===== config.mk =====
export PLATFORM = sky130hd
export DESIGN_NAME = sevseg_scan_driver
export DESIGN_NICKNAME = d
export VERILOG_FILES = /design/src/rtl/sevseg_pkg.sv /design/src/rtl/sevseg_hex_decode.sv /design/src/rtl/sevseg_scan_driver.sv
export SDC_FILE = /design/constraint.sdc
export NUM_CORES = 1
export LEC_CHECK = 0
export CAP_MARGIN = 40
export CORE_ASPECT_RATIO = 0.75
export CORE_MARGIN = 8
export CORE_UTILIZATION = 49
export DETAILED_ROUTE_END_ITERATION = 10
export HOLD_SLACK_MARGIN = 0.06
export PLACE_DENSITY = 0.78
export SLEW_MARGIN = 20
export SYNTH_ARGS = -nofsm -noshare
export SYNTH_HDL_FRONTEND = slang
export SYNTH_SLANG_ARGS = --single-unit
export TNS_END_PERCENT = 20

===== constraint.sdc =====
create_clock -name clk -period 8.11 [get_ports clk]
set_input_delay 2.433 -clock clk [delete_from_list [all_inputs] [get_ports clk]]
set_output_delay 2.433 -clock clk [all_outputs]
set_load 0.01 [all_outputs]

===== src/rtl/sevseg_pkg.sv =====
`default_nettype none
// ============================================================================
//  Module      : sevseg_pkg
//  Description : Shared constants, types and helpers for the seven-segment
//                scan driver: canonical active-low hex decode table, blank
//                segment pattern, blink phase encoding and counter widths.
//  Revision    : 1.0 - initial release
// ============================================================================
package sevseg_pkg;

    // All segments dark in the canonical active-low form {g,f,e,d,c,b,a}
    localparam logic [6:0] SEG_OFF_AL = 7'b1111111;

    // Blink phase: digits with blink set are dark while hidden
    typedef enum logic {
        PHASE_VISIBLE = 1'b0,
        PHASE_HIDDEN  = 1'b1
    } blink_phase_t;

    // Ceiling log2; clog2(1) = 0
    function automatic int clog2(input int value);
        int result;
        result = 0;
        for (int i = 0; i < 31; i++) begin
            if ((1 << i) < value) begin
                result = i + 1;
            end
        end
        return result;
    endfunction

    // Counter width able to hold 0..count-1, never narrower than one bit
    function automatic int cnt_width(input int count);
        return (clog2(count) < 1) ? 1 : clog2(count);
    endfunction

    // Hex nibble to active-low segments {g,f,e,d,c,b,a}
    function automatic logic [6:0] hex_to_seg_al(input logic [3:0] nibble);
        logic [6:0] seg;
        case (nibble)
            4'h0:    seg = 7'b1000000;
            4'h1:    seg = 7'b1111001;
            4'h2:    seg = 7'b0100100;
            4'h3:    seg = 7'b0110000;
            4'h4:    seg = 7'b0011001;
            4'h5:    seg = 7'b0010010;
            4'h6:    seg = 7'b0000010;
            4'h7:    seg = 7'b1111000;
            4'h8:    seg = 7'b0000000;
            4'h9:    seg = 7'b0010000;
            4'hA:    seg = 7'b0001000;
            4'hB:    seg = 7'b0000011;
            4'hC:    seg = 7'b1000110;
            4'hD:    seg = 7'b0100001;
            4'hE:    seg = 7'b0000110;
            default: seg = 7'b0001110;
        endcase
        return seg;
    endfunction

endpackage
`default_nettype wire


===== src/rtl/sevseg_hex_decode.sv =====
`default_nettype none
// ============================================================================
//  Module      : sevseg_hex_decode
//  Description : Combinational hex nibble to seven-segment decoder, output in
//                canonical active-low {g,f,e,d,c,b,a} form.
//  Revision    : 1.0 - initial release
// ============================================================================
module sevseg_hex_decode
    import sevseg_pkg::*;
(
    input  logic [3:0] nibble,
    output logic [6:0] seg
);

    // Table lookup; polarity is handled by the caller
    always_comb begin
        seg = hex_to_seg_al(nibble);
    end

endmodule
`default_nettype wire


===== src/rtl/sevseg_scan_driver.sv =====
`default_nettype none
// ============================================================================
//  Module      : sevseg_scan_driver
//  Description : Time-multiplexed N-digit seven-segment driver with hex
//                decode, per-digit decimal point, force blank, blink,
//                leading-zero blanking and anti-ghosting guard interval.
//                All outputs are registered.
//  Revision    : 1.0 - initial release
// ============================================================================
module sevseg_scan_driver
    import sevseg_pkg::*;
#(
    parameter int NUM_DIGITS   = 4,
    parameter int SCAN_DIV     = 100000,
    parameter int GUARD        = 8,
    parameter int BLINK_FRAMES = 64,
    parameter int ACTIVE_LOW   = 1
) (
    input  logic                    clk,
    input  logic                    rst,
    input  logic                    load,
    input  logic [4*NUM_DIGITS-1:0] value_i,
    input  logic [NUM_DIGITS-1:0]   dp_i,
    input  logic [NUM_DIGITS-1:0]   blank_i,
    input  logic [NUM_DIGITS-1:0]   blink_i,
    input  logic                    lzb_en,
    output logic [6:0]              seg_o,
    output logic                    dp_o,
    output logic [NUM_DIGITS-1:0]   an_o,
    output logic                    frame_o
);

    localparam int DIV_W = cnt_width(SCAN_DIV);
    localparam int IDX_W = cnt_width(NUM_DIGITS);
    localparam int FRM_W = cnt_width(BLINK_FRAMES);

    localparam logic [DIV_W-1:0] c_div_last = DIV_W'(SCAN_DIV - 1);
    localparam logic [DIV_W-1:0] c_guard    = DIV_W'(GUARD);
    localparam logic [IDX_W-1:0] c_idx_last = IDX_W'(NUM_DIGITS - 1);
    localparam logic [FRM_W-1:0] c_frm_last = FRM_W'(BLINK_FRAMES - 1);

    // Pin-level "inactive" levels; the active-high board flavour inverts everything
    localparam logic                  c_active_low = (ACTIVE_LOW != 0);
    localparam logic [6:0]            c_seg_off    = c_active_low ? SEG_OFF_AL : 7'b0000000;
    localparam logic                  c_dp_off     = c_active_low;
    localparam logic [NUM_DIGITS-1:0] c_an_off     = c_active_low ? {NUM_DIGITS{1'b1}}
                                                                  : {NUM_DIGITS{1'b0}};

    // Scan / blink state
    logic [DIV_W-1:0]        r_div;
    logic [IDX_W-1:0]        r_idx;
    logic [FRM_W-1:0]        r_frm_cnt;
    blink_phase_t            r_phase;

    // Shadow copies of the display data
    logic [4*NUM_DIGITS-1:0] r_value;
    logic [NUM_DIGITS-1:0]   r_dp;
    logic [NUM_DIGITS-1:0]   r_blank;
    logic [NUM_DIGITS-1:0]   r_blink;

    // Per-slot selection
    logic [3:0]              w_nibble;
    logic                    w_dp_req;
    logic                    w_blank_req;
    logic                    w_blink_req;
    logic [NUM_DIGITS-1:0]   w_an_onehot;
    logic [NUM_DIGITS-1:0]   w_lzb_mask;
    logic                    w_zero_above;
    logic                    w_lzb_sel;
    logic                    w_slot_on;
    logic [6:0]              w_seg_al;
    logic [6:0]              w_seg_next_al;
    logic                    w_dp_next_al;
    logic [NUM_DIGITS-1:0]   w_an_next_al;

    // Divider, digit index and blink frame counter
    always_ff @(posedge clk) begin
        if (rst) begin
            r_div     <= '0;
            r_idx     <= '0;
            r_frm_cnt <= '0;
            r_phase   <= PHASE_VISIBLE;
            frame_o   <= 1'b0;
        end else begin
            frame_o <= 1'b0;
            if (r_div == c_div_last) begin
                r_div <= '0;
                if (r_idx == c_idx_last) begin
                    r_idx   <= '0;
                    frame_o <= 1'b1;
                    if (r_frm_cnt == c_frm_last) begin
                        r_frm_cnt <= '0;
                        r_phase   <= (r_phase == PHASE_VISIBLE) ? PHASE_HIDDEN : PHASE_VISIBLE;
                    end else begin
                        r_frm_cnt <= r_frm_cnt + 1'b1;
                    end
                end else begin
                    r_idx <= r_idx + 1'b1;
                end
            end else begin
                r_div <= r_div + 1'b1;
            end
        end
    end

    // Shadow capture; independent of the scan state
    always_ff @(posedge clk) begin
        if (rst) begin
            r_value <= '0;
            r_dp    <= '0;
            r_blank <= '0;
            r_blink <= '0;
        end else if (load) begin
            r_value <= value_i;
            r_dp    <= dp_i;
            r_blank <= blank_i;
            r_blink <= blink_i;
        end
    end

    // Pick the nibble and per-digit flags of the digit being scanned
    always_comb begin
        w_nibble    = 4'h0;
        w_dp_req    = 1'b0;
        w_blank_req = 1'b0;
        w_blink_req = 1'b0;
        w_an_onehot = '0;
        for (int k = 0; k < NUM_DIGITS; k++) begin
            if (r_idx == IDX_W'(k)) begin
                w_nibble       = r_value[4*k +: 4];
                w_dp_req       = r_dp[k];
                w_blank_req    = r_blank[k];
                w_blink_req    = r_blink[k];
                w_an_onehot[k] = 1'b1;
            end
        end
    end

    // Leading-zero mask: a digit is blanked while it and every higher nibble are zero;
    // digit 0 always stays visible so a zero value still shows "0"
    always_comb begin
        w_lzb_mask   = '0;
        w_zero_above = lzb_en;
        for (int k = NUM_DIGITS - 1; k >= 1; k--) begin
            w_zero_above  = w_zero_above & (r_value[4*k +: 4] == 4'h0);
            w_lzb_mask[k] = w_zero_above;
        end
    end

    sevseg_hex_decode u_hex_decode (
        .nibble (w_nibble),
        .seg    (w_seg_al)
    );

    // Slot is lit only after the guard interval and when no blanking source applies
    always_comb begin
        w_lzb_sel     = |(w_lzb_mask & w_an_onehot);
        w_slot_on     = (r_div >= c_guard) &&
                        !(w_blank_req || w_lzb_sel ||
                          (w_blink_req && (r_phase == PHASE_HIDDEN)));
        w_seg_next_al = w_slot_on ? w_seg_al     : SEG_OFF_AL;
        w_dp_next_al  = w_slot_on ? ~w_dp_req    : 1'b1;
        w_an_next_al  = w_slot_on ? ~w_an_onehot : {NUM_DIGITS{1'b1}};
    end

    // Registered pin outputs with board polarity applied
    always_ff @(posedge clk) begin
        if (rst) begin
            seg_o <= c_seg_off;
            dp_o  <= c_dp_off;
            an_o  <= c_an_off;
        end else begin
            seg_o <= c_active_low ? w_seg_next_al : ~w_seg_next_al;
            dp_o  <= c_active_low ? w_dp_next_al  : ~w_dp_next_al;
            an_o  <= c_active_low ? w_an_next_al  : ~w_an_next_al;
        end
    end

endmodule
`default_nettype wire

**After elaboration in Yosys (flattened, before gate mapping)**

Memory sizes are Yosys's and may differ from the RTL's. A register that Yosys moved wholly into a read port is not among the register bits.
Cells that the tools add are included.

- Bits in read-only memories: 112
- Bits in registers: 60
- Input port bits: 32
- Latch bits: 0
- Memories kept: 1
- Memory bits (writable): 0
- Output and inout port bits: 13

- $add $sub $neg: 3
- Div/mod/pow operators: 0
- Bitwise gates (word level): 8
- $mul: 0
- Muxes and demuxes: 23
- $lt $le $gt $ge: 1
- Reduce and logical (&&, ||, !) cells: 15
- Shift operators: 0
- Equal/unequal tests: 5

Memory list:

| name | words | width | read ports | clocked after memory_dff | write ports | line | source |
|---|---|---|---|---|---|---|---|
| (name not given) | 16 | 7 | 1 | 1 | 0 | sevseg_pkg.sv:40 | `case (nibble)` |

Operator list:

| operator | number |
|---|---|
| $add 17x1->17 const B | 1 |
| $eq 17x17->1 const B | 1 |
| $ge 17x4->1 const B | 1 |
| $mux 1 | 17 |
| $mux 4 | 4 |
| $logic_not 4->1 | 3 |
| $add 6x1->6 const B | 1 |
| $eq 6x6->1 const B | 1 |
| $mux 6 | 1 |
| $reduce_or 2->1 | 3 |
| $and 4x4->4 | 1 |
| $eq 2x2->1 const B | 2 |
| $not 4->4 | 1 |
| $reduce_or 4->1 | 1 |
| $and 1x1->1 | 3 |
| $not 1->1 | 3 |
| $reduce_and 3->1 | 1 |
| $add 2x1->2 const B | 1 |
| $eq 2x1->1 const B | 1 |
| $logic_and 1x1->1 | 2 |
| $logic_not 2->1 | 1 |
| $logic_or 1x1->1 | 2 |
| $mux 2 | 1 |
| $reduce_and 2->1 | 1 |
| $logic_not 1->1 | 1 |

**Logic depth before layout (Yosys ltp)**

Gate-level depths: netlist of run 1.

- Depth in word-level cells: 12
- Mapped depth: 11
- Mapped depth without buffers: 10

**Cells and area by module**

A second synthesis of run 1 with hierarchy kept.

- Cell total of the unflattened synthesis: 361
- Area, all modules: 3251.9 sq um

By module, submodules not included:

| module | cells each | times used | area each (sq um) |
|---|---|---|---|
| sevseg_scan_driver | 329 | 1 | 2976.6 |
| sevseg_hex_decode | 32 | 1 | 275.3 |

**Worst setup path before layout of run 1**

Ideal clock, no wire load.

- Path kind: input to register
- Start: input port load
- End: register r_dp[2]
- Stages: 4
- Slack: 4.386 ns
- Library setup time: 0.128 ns
- Arrival time: 3.596 ns
- Path buffers: 2
- Cells stage by stage: clkbuf_1 buf_1 mux2i_1 nor2_1

RTL lines:

| item | line | source |
|---|---|---|
| from (decl) | sevseg_scan_driver.sv:21 | `input logic load,` |
| to (signal assigned) | sevseg_scan_driver.sv:115 | `r_dp <= dp_i;` |
| to (decl) | sevseg_scan_driver.sv:57 | `logic [NUM_DIGITS-1:0] r_dp;` |

**Worst setup path in the final report of run 1**

- Start: input port rst
- End: register seg_o[2]

- Longest elaborated chain between the ends: 1

Ends and longest elaborated chain:

| item | line | source |
|---|---|---|
| from (decl) | sevseg_scan_driver.sv:20 | `input logic rst,` |
| $reduce_or 2->1 (no source line) | n/a |  |
| to (decl) | sevseg_scan_driver.sv:27 | `output logic [6:0] seg_o,` |

Every way passes these cells.
A chain may end at the register's enable or synchronous reset.

==> results of run 1 <==
==> per-stage QoR <==
stage,total power (µW),setup WS (ps)
floorplan,386.0,4386
global placement,408.6,3954
detailed placement,409.6,3935
CTS,737.5,4304
global route,762.4,4204
finish,731.9,4295
==> layout by cell type (no fill, tap or decap), types with 2 or more instances in the layout <==
cell type	count
nand4_1	7
clkbuf_8	9
a211o_1	3
o211ai_1	2
and2_1	2
or3_1	2
bufinv_16	3
nor2b_1	3
o21ai_0	6
nor4_1	5
nand3b_1	5
xor2_1	11
nor3b_1	3
clkinv_2	2
ha_1	13
or4_1	2
nand2_1	19
nor2_1	62
nor3_1	3
a211oi_1	6
a21oi_1	9
and3_1	3
buf_4	2
nand3_1	12
a21o_1	3
and4_1	2
dfxtp_1	67
a221oi_1	2
clkdlybuf4s50_1	43
xnor2_1	7
mux2i_1	32
and4_2	2
inv_1	14
==> cells by family after synthesis <==
group,after synthesis
AOI/OAI and AO/OA,37
xor gates and xnor gates,18
adders and majority gates,13
buffers and inverters,33
DFF,67
muxes,33
and+or+nand+nor,140
==> state kept, by name (all words and copies together) (netlist names) <==
register	count
r_div	17
r_value	16
seg_o	7
r_frm_cnt	6
an_o	4
r_blank	4
r_blink	4
r_dp	4
r_idx	2
dp_o	1
frame_o	1
r_phase	1
==> layout make-up <==
cell class              count  area [µm²]
clock buffers               9       123.9
clock inverters             7       116.4
fillers                   541        2369
inverters                  14       52.55
multi-input cells         241        1624
flip-flops and latches     67        1341
well taps                  81       101.3
repair buffers             47       465.4
==> worst max-delay path by stage <==
stage,startpoint,endpoint,slack [ps]
after global placement,rst,seg_o[2]$_SDFF_PP1_,3950
after floorplan,load,r_dp[2]$_SDFFE_PP0P_,4390
after detailed placement,rst,seg_o[2]$_SDFF_PP1_,3940
after global routing,rst,seg_o[2]$_SDFF_PP1_,4200
final,rst,seg_o[2]$_SDFF_PP1_,4290
after CTS,rst,seg_o[2]$_SDFF_PP1_,4300
==> metal layers <==
layer / GRT usage [%] / share of wire (%)
met1: 20.16 / 48
met2: 22.26 / 44
met3: 6.503 / 7.8
met4: 4.146 / 0.69
met5: 0 / 0
==> power breakdown <==
part / total (µW) / switching (µW) / leakage [µW] / internal (µW)
registers: 346 / 7.03 / 0.000546 / 339
clock network: 329 / 126 / 0.000119 / 203
logic: 57.1 / 26.2 / 0.000904 / 30.9
==> critical path: stages <==
cell and delay [ps]:
clkdlybuf4s50_1 400, buf_4 260, a221o_2 340, nor4_1 240, buf_4 220, o311ai_0 120
==> impl_metrics.yaml, run 1 <==
cts:
  htreeDepth: 3
  holdBufCountCts: 0
  ctsResizeCount: 0
  cts_buffers: 9
  clock_latency_ps: 340
  post_cts_buffers: 0
  clk_pin_slew_ps: 80
  cts_sinks: 67
  root_buffer: "clkbuf_8"
  cts_tree: "yes"
  clockBufferDepth: 2
floorplanning:
  die_h_um: 84.81
  core_area_um2: 6193
  rows: 25
  start_util_pct: 49.94
  dieArea_um2: 9137
  boundaryPins: 45
  die_width_um: 107.7
setup_path:
  ff2ff_setup_slack_ps: 5150
  startpoint_type: "primary input"
  critPathMaxFanout: 40
  worstPathArrival_ps: 4030
  critPathCaptureType: "flop"
  worst-r2r-cell-count: 10
  crit_required_ps: 8320
  reg2reg_to: "seg_o[3]$_SDFF_PP1_"
  critical_path_class: "primary input to flop"
  rr_startpoint: "r_idx[1]$_SDFFE_PP0N_"
yosys:
  synthTopCellsByCount: "67 x dfxtp_1, 62 x nor2_1, 32 x mux2i_1"
  netlist_area_um2: 3093
  synth.area.mux_share_pct: 10.72
  ys_seq_area_share_pct: 43.37
  syn_nets: 386
  syn_area_per_cell_um2: 9.070
  yosys.area_share.xor_xnor_pct: 5.097
  yosysMostFrequentCell: "dfxtp_1"
  yosysWarnings: 0
  synth_compound_area_share_pct: 8.293
  synth_top_family_by_area: "simple AND/OR/NAND/NOR gates"
  synth-simple-area-share_pct: 23.14
  async_flop_share_pct: 0
  synth-edff-count: 0
  synth_area_leaders: "dfxtp_1 43%, mux2i_1 10%, nor2_1 7.5%"
  synth_adder_area_share_pct: 5.259
  synthFlopType: "dfxtp_1"
  netlist_instances: 341
  synth_seq_cells: 67
  synth_cell_types: 46
  synth.largest_area_cell: "dfxtp_1"
  yosys.area.top_type_share_pct: 43.37
grt:
  grt_pass1_vias: 2334
  grt_pass1_wl_um: 11180
  antenna_found_initial: 0
  overflow: 0
  gr-usage-all-layers_pct: 15.35
  grt_max_degree: 41
layout:
  area_growth_pct: 23.67
  finalNetCount: 425
  drive_above_1_share_pct: 7.532
  final_cells: 466
  fin_util_pct: 61.76
  final_area_um2: 3825
  diodes: 0
min_path:
  whs_path_depth: 2
  hold_start: "r_frm_cnt[5]$_SDFFE_PP0P_"
  min_to: "r_frm_cnt[5]$_SDFFE_PP0P_"
  hold_path_class: "flop to flop"
timing:
  holdWs_ps: 487.9
  period_share_pct: 47.04
  setup_viol: 0
  relSlewSlack_pct: 45.48
  max_freq_mhz: 262.1
  drv_slew: 0
  tns_ps: 0
  finalClockSkew_ps: 12.43
  timing_hold_violations_final: 0
  rsz0062_at_grt: "no"
  tightestPinTransition_ps: 817.9
  min_period_ps: 3815
placed_design:
  dp_hpwl_um: 4783
  io_buffer_count: 44
  post_dp_cell_area_um2: 3570
  gp_routability_congestion: 0.8469
  place_inst: 449
drt:
  route.detailed.drc: 0
  routedWlPerCell_um: 14.86
  antenna_left: 0
  drt_iter0_drc: 194
  num_vias: 2493
  first_pass_iters: 4
  routed_wl_um: 6927
  vias_per_cell: 5.350
pwr:
  power-per-cell-area_nw_per_um2: 191.4
  irDropWorstVdd_v: 0.0001129
  leakage_uw: 0.001570
outcome:
  status: "finished clean"
flow_run:
  cap_violations: 0
Power figures use the tool's default switching activity.
==> run 2: changes to the inputs <==
==> constraint.sdc (replaced) <==
create_clock -name clk -period 4 [get_ports clk]
set_input_delay 1.2 -clock clk [delete_from_list [all_inputs] [get_ports clk]]
set_output_delay 1.2 -clock clk [all_outputs]
set_load 0.01 [all_outputs]
==> run 2 against run 1 <==
Against the previous run:
- sequential cell count did not move
- critical path depth rose by 2
- first-iteration DRC count rose by 35%
==> impl_metrics.yaml, run 2 (synthesis gave the netlist of run 1 again) <==
min_path:
  hold_path_class: "flop to flop"
layout:
  seq_area_um2: 1341
  fillCellCount: 540
  top_regs: "r_div x17, r_value x16, seg_o x7"
  diodes: 0
  drive_above_1_share_pct: 7.292
  multi_input_area_um2: 1624
  final_area_um2: 3786
  top_register: "r_div"
  final_common_cell: "dfxtp_1"
  layout_common_cells: "67 x dfxtp_1, 62 x nor2_1, 43 x clkdlybuf4s50_1, 32 x mux2i_1, 19 x nand2_1"
  area_growth_pct: 22.41
  final_cells: 465
  largest_reg_flops: 17
  finalNetCount: 424
cts:
  root_buffer: "clkbuf_8"
  cts_sinks: 67
  clockBufferDepth: 2
  cts_tree: "yes"
  post_cts_buffers: 0
  cts_buffers: 9
  clk_pin_slew_ps: 80
  holdBufCountCts: 0
  clock_latency_ps: 350
  htreeDepth: 3
  ctsResizeCount: 0
pwr:
  clkPwrFrac_pct: 42.6
  leakage_uw: 0.001557
  combPwrFrac_pct: 8.1
  seq_power_share_pct: 49.3
  swShare_pct: 22.79
  p_int_uw: 1098
  power-per-cell-area_nw_per_um2: 375.7
  irDropWorstVdd_v: 0.0001746
  power_switching_uw: 324.2
setup_path:
  worstPathArrival_ps: 3250
  cp_slowest_cell: "ha_1"
  cp_slowest_stage_delay_ps: 730
  ff2ff_setup_slack_ps: 990
  startpoint_type: "flop"
  worstPathCellList: "ha_1 -> a2111oi_0 -> a221oi_1 -> inv_1 -> ha_1 -> mux2_2 -> nor2_1 -> o21ai_0"
  critPathMostFrequentCell: "ha_1"
  critical_path_class: "flop to flop"
  critPathCaptureType: "flop"
  crit_required_ps: 4250
  critPathMaxFanout: 27
drt:
  drt_iter0_drc: 262
  route.detailed.drc: 0
  num_vias: 2522
  routedWlPerCell_um: 14.55
  vias_per_cell: 5.424
  antenna_left: 0
  routed_wl_um: 6767
  first_pass_iters: 4
timing:
  timing_hold_violations_final: 0
  min_period_ps: 3008
  max_freq_mhz: 332.4
  relSlewSlack_pct: 43.80
  drv_slew: 0
  period_share_pct: 75.20
  finalClockSkew_ps: 12.68
  holdWs_ps: 483.2
  rsz0062_at_grt: "no"
  tns_ps: 0
  tightestPinTransition_ps: 843.0
  setup_viol: 0
outcome:
  status: "finished clean"
grt:
  gr-usage-all-layers_pct: 15.47
  antenna_found_initial: 0
  grt_pass1_wl_um: 11360
  grt_pass1_vias: 2397
  grt_max_degree: 40
  overflow: 0
placed_design:
  post_dp_cell_area_um2: 3570
  place_inst: 449
  dp_hpwl_um: 4895
  io_buffer_count: 44
  gp_routability_congestion: 0.8267
flow_run:
  cap_violations: 0
floorplanning:
  dieArea_um2: 9137
  boundaryPins: 45
  die_h_um: 84.81
  start_util_pct: 49.94
  core_area_um2: 6193
  die_width_um: 107.7
  rows: 25
-- run 2: changes by cell type in the layout (fill, tap and decap cells not counted) --
| cell | delta |
|---|---|
| clkinv_4 | +1 |
| buf_8 | -1 |
| clkinvlp_4 | -1 |
| bufinv_16 | -1 |
| clkinv_2 | +1 |
-- run 2: path summary, 6_finish.rpt --
kind	start	endpoint	depth (start not counted)
setup / recovery	r_idx[0]$_SDFFE_PP0N_	seg_o[3]$_SDFF_PP1_	8
hold / removal	r_div[0]$_SDFF_PP0_	r_div[0]$_SDFF_PP0_	1
setup reg to reg	r_idx[0]$_SDFFE_PP0N_	seg_o[3]$_SDFF_PP1_	8
hold reg to reg	r_div[0]$_SDFF_PP0_	r_div[0]$_SDFF_PP0_	1
-- run 2: through the flow --
step | setup WS, ps | total power, µW | utilization, %
after floorplan | 1394 | 782.6 | -
after global placement | 1186 | 828.3 | 57.64
after detailed placement | 1034 | 830.4 | 57.64
after CTS | 1009 | 1438 | 61.13
after global routing | 698.6 | 1483 | 61.13
final | 991.9 | 1423 | 61.13
-- run 2: metal layers --
metal	share of wire [%]	GRT usage (%)	vias up
met3	7.8	6.733	11
met2	43	22.09	74
li1	-	-	1252
met5	0	0	-
met4	1.3	4.774	0
met1	48	20.29	1185
-- run 2: cell type report --
cell class / count / share of cell area [%]
timing repair buffer: 46 / 11.90
inverter: 14 / 1.388
tap: 81 / 2.677
sequential: 67 / 35.43
clock inverter: 7 / 2.445
multi-input combinational: 241 / 42.89
clock buffer: 9 / 3.272
-- run 2: critical path: cells and delay by family, from the launching register on --
| family | cells | cell delay, ps |
|---|---|---|
| adders and majority gates | 2 | 1040 |
| AOI/OAI and AO/OA | 3 | 880 |
| DFF | 1 | 400 |
| muxes | 1 | 280 |
| buffers and inverters | 1 | 210 |
| and+or+nand+nor | 1 | 90 |
-- run 2: power by group through the flow --
| stage | sequential, µW | combinational [µW] | clock, µW |
|---|---|---|---|
| CTS | 700 | 116 | 622 |
| finish | 701 | 116 | 606 |
| detailed placement | 716 | 115 | 0 |
| global placement | 715 | 113 | 0 |
| global route | 703 | 128 | 652 |
| floorplan | 711 | 71.3 | 0 |
==> run 3: changes to the inputs <==
--- a/config.mk
+++ b/config.mk
@@ -11,7 +11,7 @@
 export CORE_UTILIZATION = 49
 export DETAILED_ROUTE_END_ITERATION = 10
 export HOLD_SLACK_MARGIN = 0.06
-export PLACE_DENSITY = 0.78
+export PLACE_DENSITY = 0.81
 export SLEW_MARGIN = 20
 export SYNTH_ARGS = -nofsm -noshare
 export SYNTH_HDL_FRONTEND = slang
==> constraint.sdc (replaced) <==
create_clock -name clk -period 2.6 [get_ports clk]
set_input_delay 0.78 -clock clk [delete_from_list [all_inputs] [get_ports clk]]
set_output_delay 0.78 -clock clk [all_outputs]
set_load 0.01 [all_outputs]
==> run 3 against run 2 <==
Against the previous run:
- combinational power increased by 59%
- critical path depth increased by 2
- largest cell class unchanged
- via count decreased by 0.87%
- first-iteration DRC count decreased by 61%
- largest power group unchanged
==> impl_metrics.yaml, run 3 (synthesis gave the netlist of run 1 again) <==
outcome:
  status: "finished clean"
timing:
  setup_viol: 0
  min_period_ps: 2397
  max_freq_mhz: 417.1
  tightestPinTransition_ps: 484.7
  timing_hold_violations_final: 0
  drv_slew: 0
  period_share_pct: 92.21
  relSlewSlack_pct: 66.85
  setup_ws_ps: 202.6
  finalClockSkew_ps: 5.669
placed_design:
  dp_hpwl_um: 4869
  io_buffer_count: 44
  gp_routability_congestion: 0.8795
  pre_cts_slack_ps: 147.5
  place_inst: 456
cts:
  root_buffer: "clkbuf_8"
  clockBufferDepth: 2
  htreeDepth: 3
  clk_pin_slew_ps: 70
  cts_sinks: 67
  clock_latency_ps: 340
  holdBufCountCts: 0
  cts_buffers: 9
  cts_tree: "yes"
floorplanning:
  dieArea_um2: 9137
  start_util_pct: 49.94
  boundaryPins: 45
  die_h_um: 84.81
  rows: 25
  die_width_um: 107.7
  core_area_um2: 6193
grt:
  grt_pass1_vias: 2406
  grt_pass1_wl_um: 11220
  overflow: 0
  gr-usage-all-layers_pct: 15.22
  antenna_found_initial: 0
  grt_max_degree: 40
setup_path:
  critPathCaptureType: "flop"
  critical_path_class: "flop to flop"
  worstPathArrival_ps: 2620
  worst-r2r-cell-count: 10
  critPathMaxFanout: 6
  crit_required_ps: 2820
  startpoint_type: "flop"
pwr:
  power-per-cell-area_nw_per_um2: 530.4
  leakage_uw: 0.001584
  irDropWorstVdd_v: 0.0003977
layout:
  top_regs: "r_div x17, r_value x16, seg_o x7"
  finalNetCount: 432
  diodes: 0
  final_cells: 472
  layout_common_cells: "67 x dfxtp_1, 62 x nor2_1, 44 x clkdlybuf4s50_1, 32 x mux2i_1, 19 x nand2_1"
  final_common_cell: "dfxtp_1"
  top_register: "r_div"
  drive_above_1_share_pct: 9.207
  largest_reg_flops: 17
  area_growth_pct: 24.07
drt:
  antenna_left: 0
  first_pass_iters: 4
  routedWlPerCell_um: 14.14
  route.detailed.drc: 0
  vias_per_cell: 5.297
  drt_iter0_drc: 103
  num_vias: 2500
  routed_wl_um: 6672
min_path:
  hold_path_class: "flop to flop"
  whs_path_depth: 1
flow_run:
  cap_violations: 0
run 3: cell count changes in the layout (fill, tap and decap cells not counted), sizes merged:
cell and change:
buf +7, clkbuf +4, bufinv -2, clkinv -3
clkdlybuf4s50 +1
run 3: metal layers:
| layer | vias up | GRT usage (%) | routed length (µm) |
|---|---|---|---|
| met2 | 55 | 24.10 | 3090 |
| met4 | 0 | 4.774 | 97 |
| li1 | 1262 | - | - |
| met3 | 11 | 6.350 | 450 |
| met5 | - | 0 | 0 |
| met1 | 1172 | 18.17 | 3034 |
run 3: worst paths after layout:
check	startpoint	end	slack, ps
min	r_div[0]$_SDFF_PP0_	r_div[0]$_SDFF_PP0_	490
max reg2reg	r_idx[1]$_SDFFE_PP0N_	seg_o[3]$_SDFF_PP1_	200
min reg2reg	r_div[0]$_SDFF_PP0_	r_div[0]$_SDFF_PP0_	490
max	r_idx[1]$_SDFFE_PP0N_	seg_o[3]$_SDFF_PP1_	200
run 3: worst max-delay path: stages (launching register included):
cell	delay, ps
dfxtp_1	380
inv_1	80
ha_1	240
and3b_1	220
a2111oi_0	60
a221oi_2	390
inv_1	160
ha_1	290
mux2_2	280
nor2_1	90
o21ai_0	80
run 3: report_power, final:
| group | internal (µW) | switching (µW) | leakage (µW) |
|---|---|---|---|
| Sequential | 1060 | 23.4 | 0.000546 |
| Clock | 416 | 355 | 0.0000953 |
| Combinational | 102 | 82.0 | 0.000943 |
run 3: repair_timing:
action                                  CTS  global route
endpoints found under the setup margin    0             2
setup buffers                             0             1
gates resized for setup                   0             2
hold endpoints to repair                  0             0
run 3: cell type report:
type	count	area, µm²
fill	532	2356
multi-input combinational	241	1635
sequential	67	1341
timing repair buffer	54	528.0
clock buffer	13	168.9
tap	81	101.3
inverter	14	52.55
clock inverter	2	10.01
run 3: stage by stage:
step | total power, µW | TNS, ps | utilization [%] | hold slack (ps) | cell area (µm²)
2_1_floorplan | 1205 | 0 | - | 441.8 | 3099
3_3_place_gp | 1279 | 0 | 58.87 | 454.3 | 3646
3_5_place_dp | 1285 | 0 | 58.87 | 482.6 | 3646
4_1_cts | 2054 | 0 | 61.76 | 490.8 | 3825
5_1_grt | 2121 | -0.1583 | 61.96 | 509.1 | 3837
6_report | 2035 | 0 | 61.96 | 488.3 | 3837
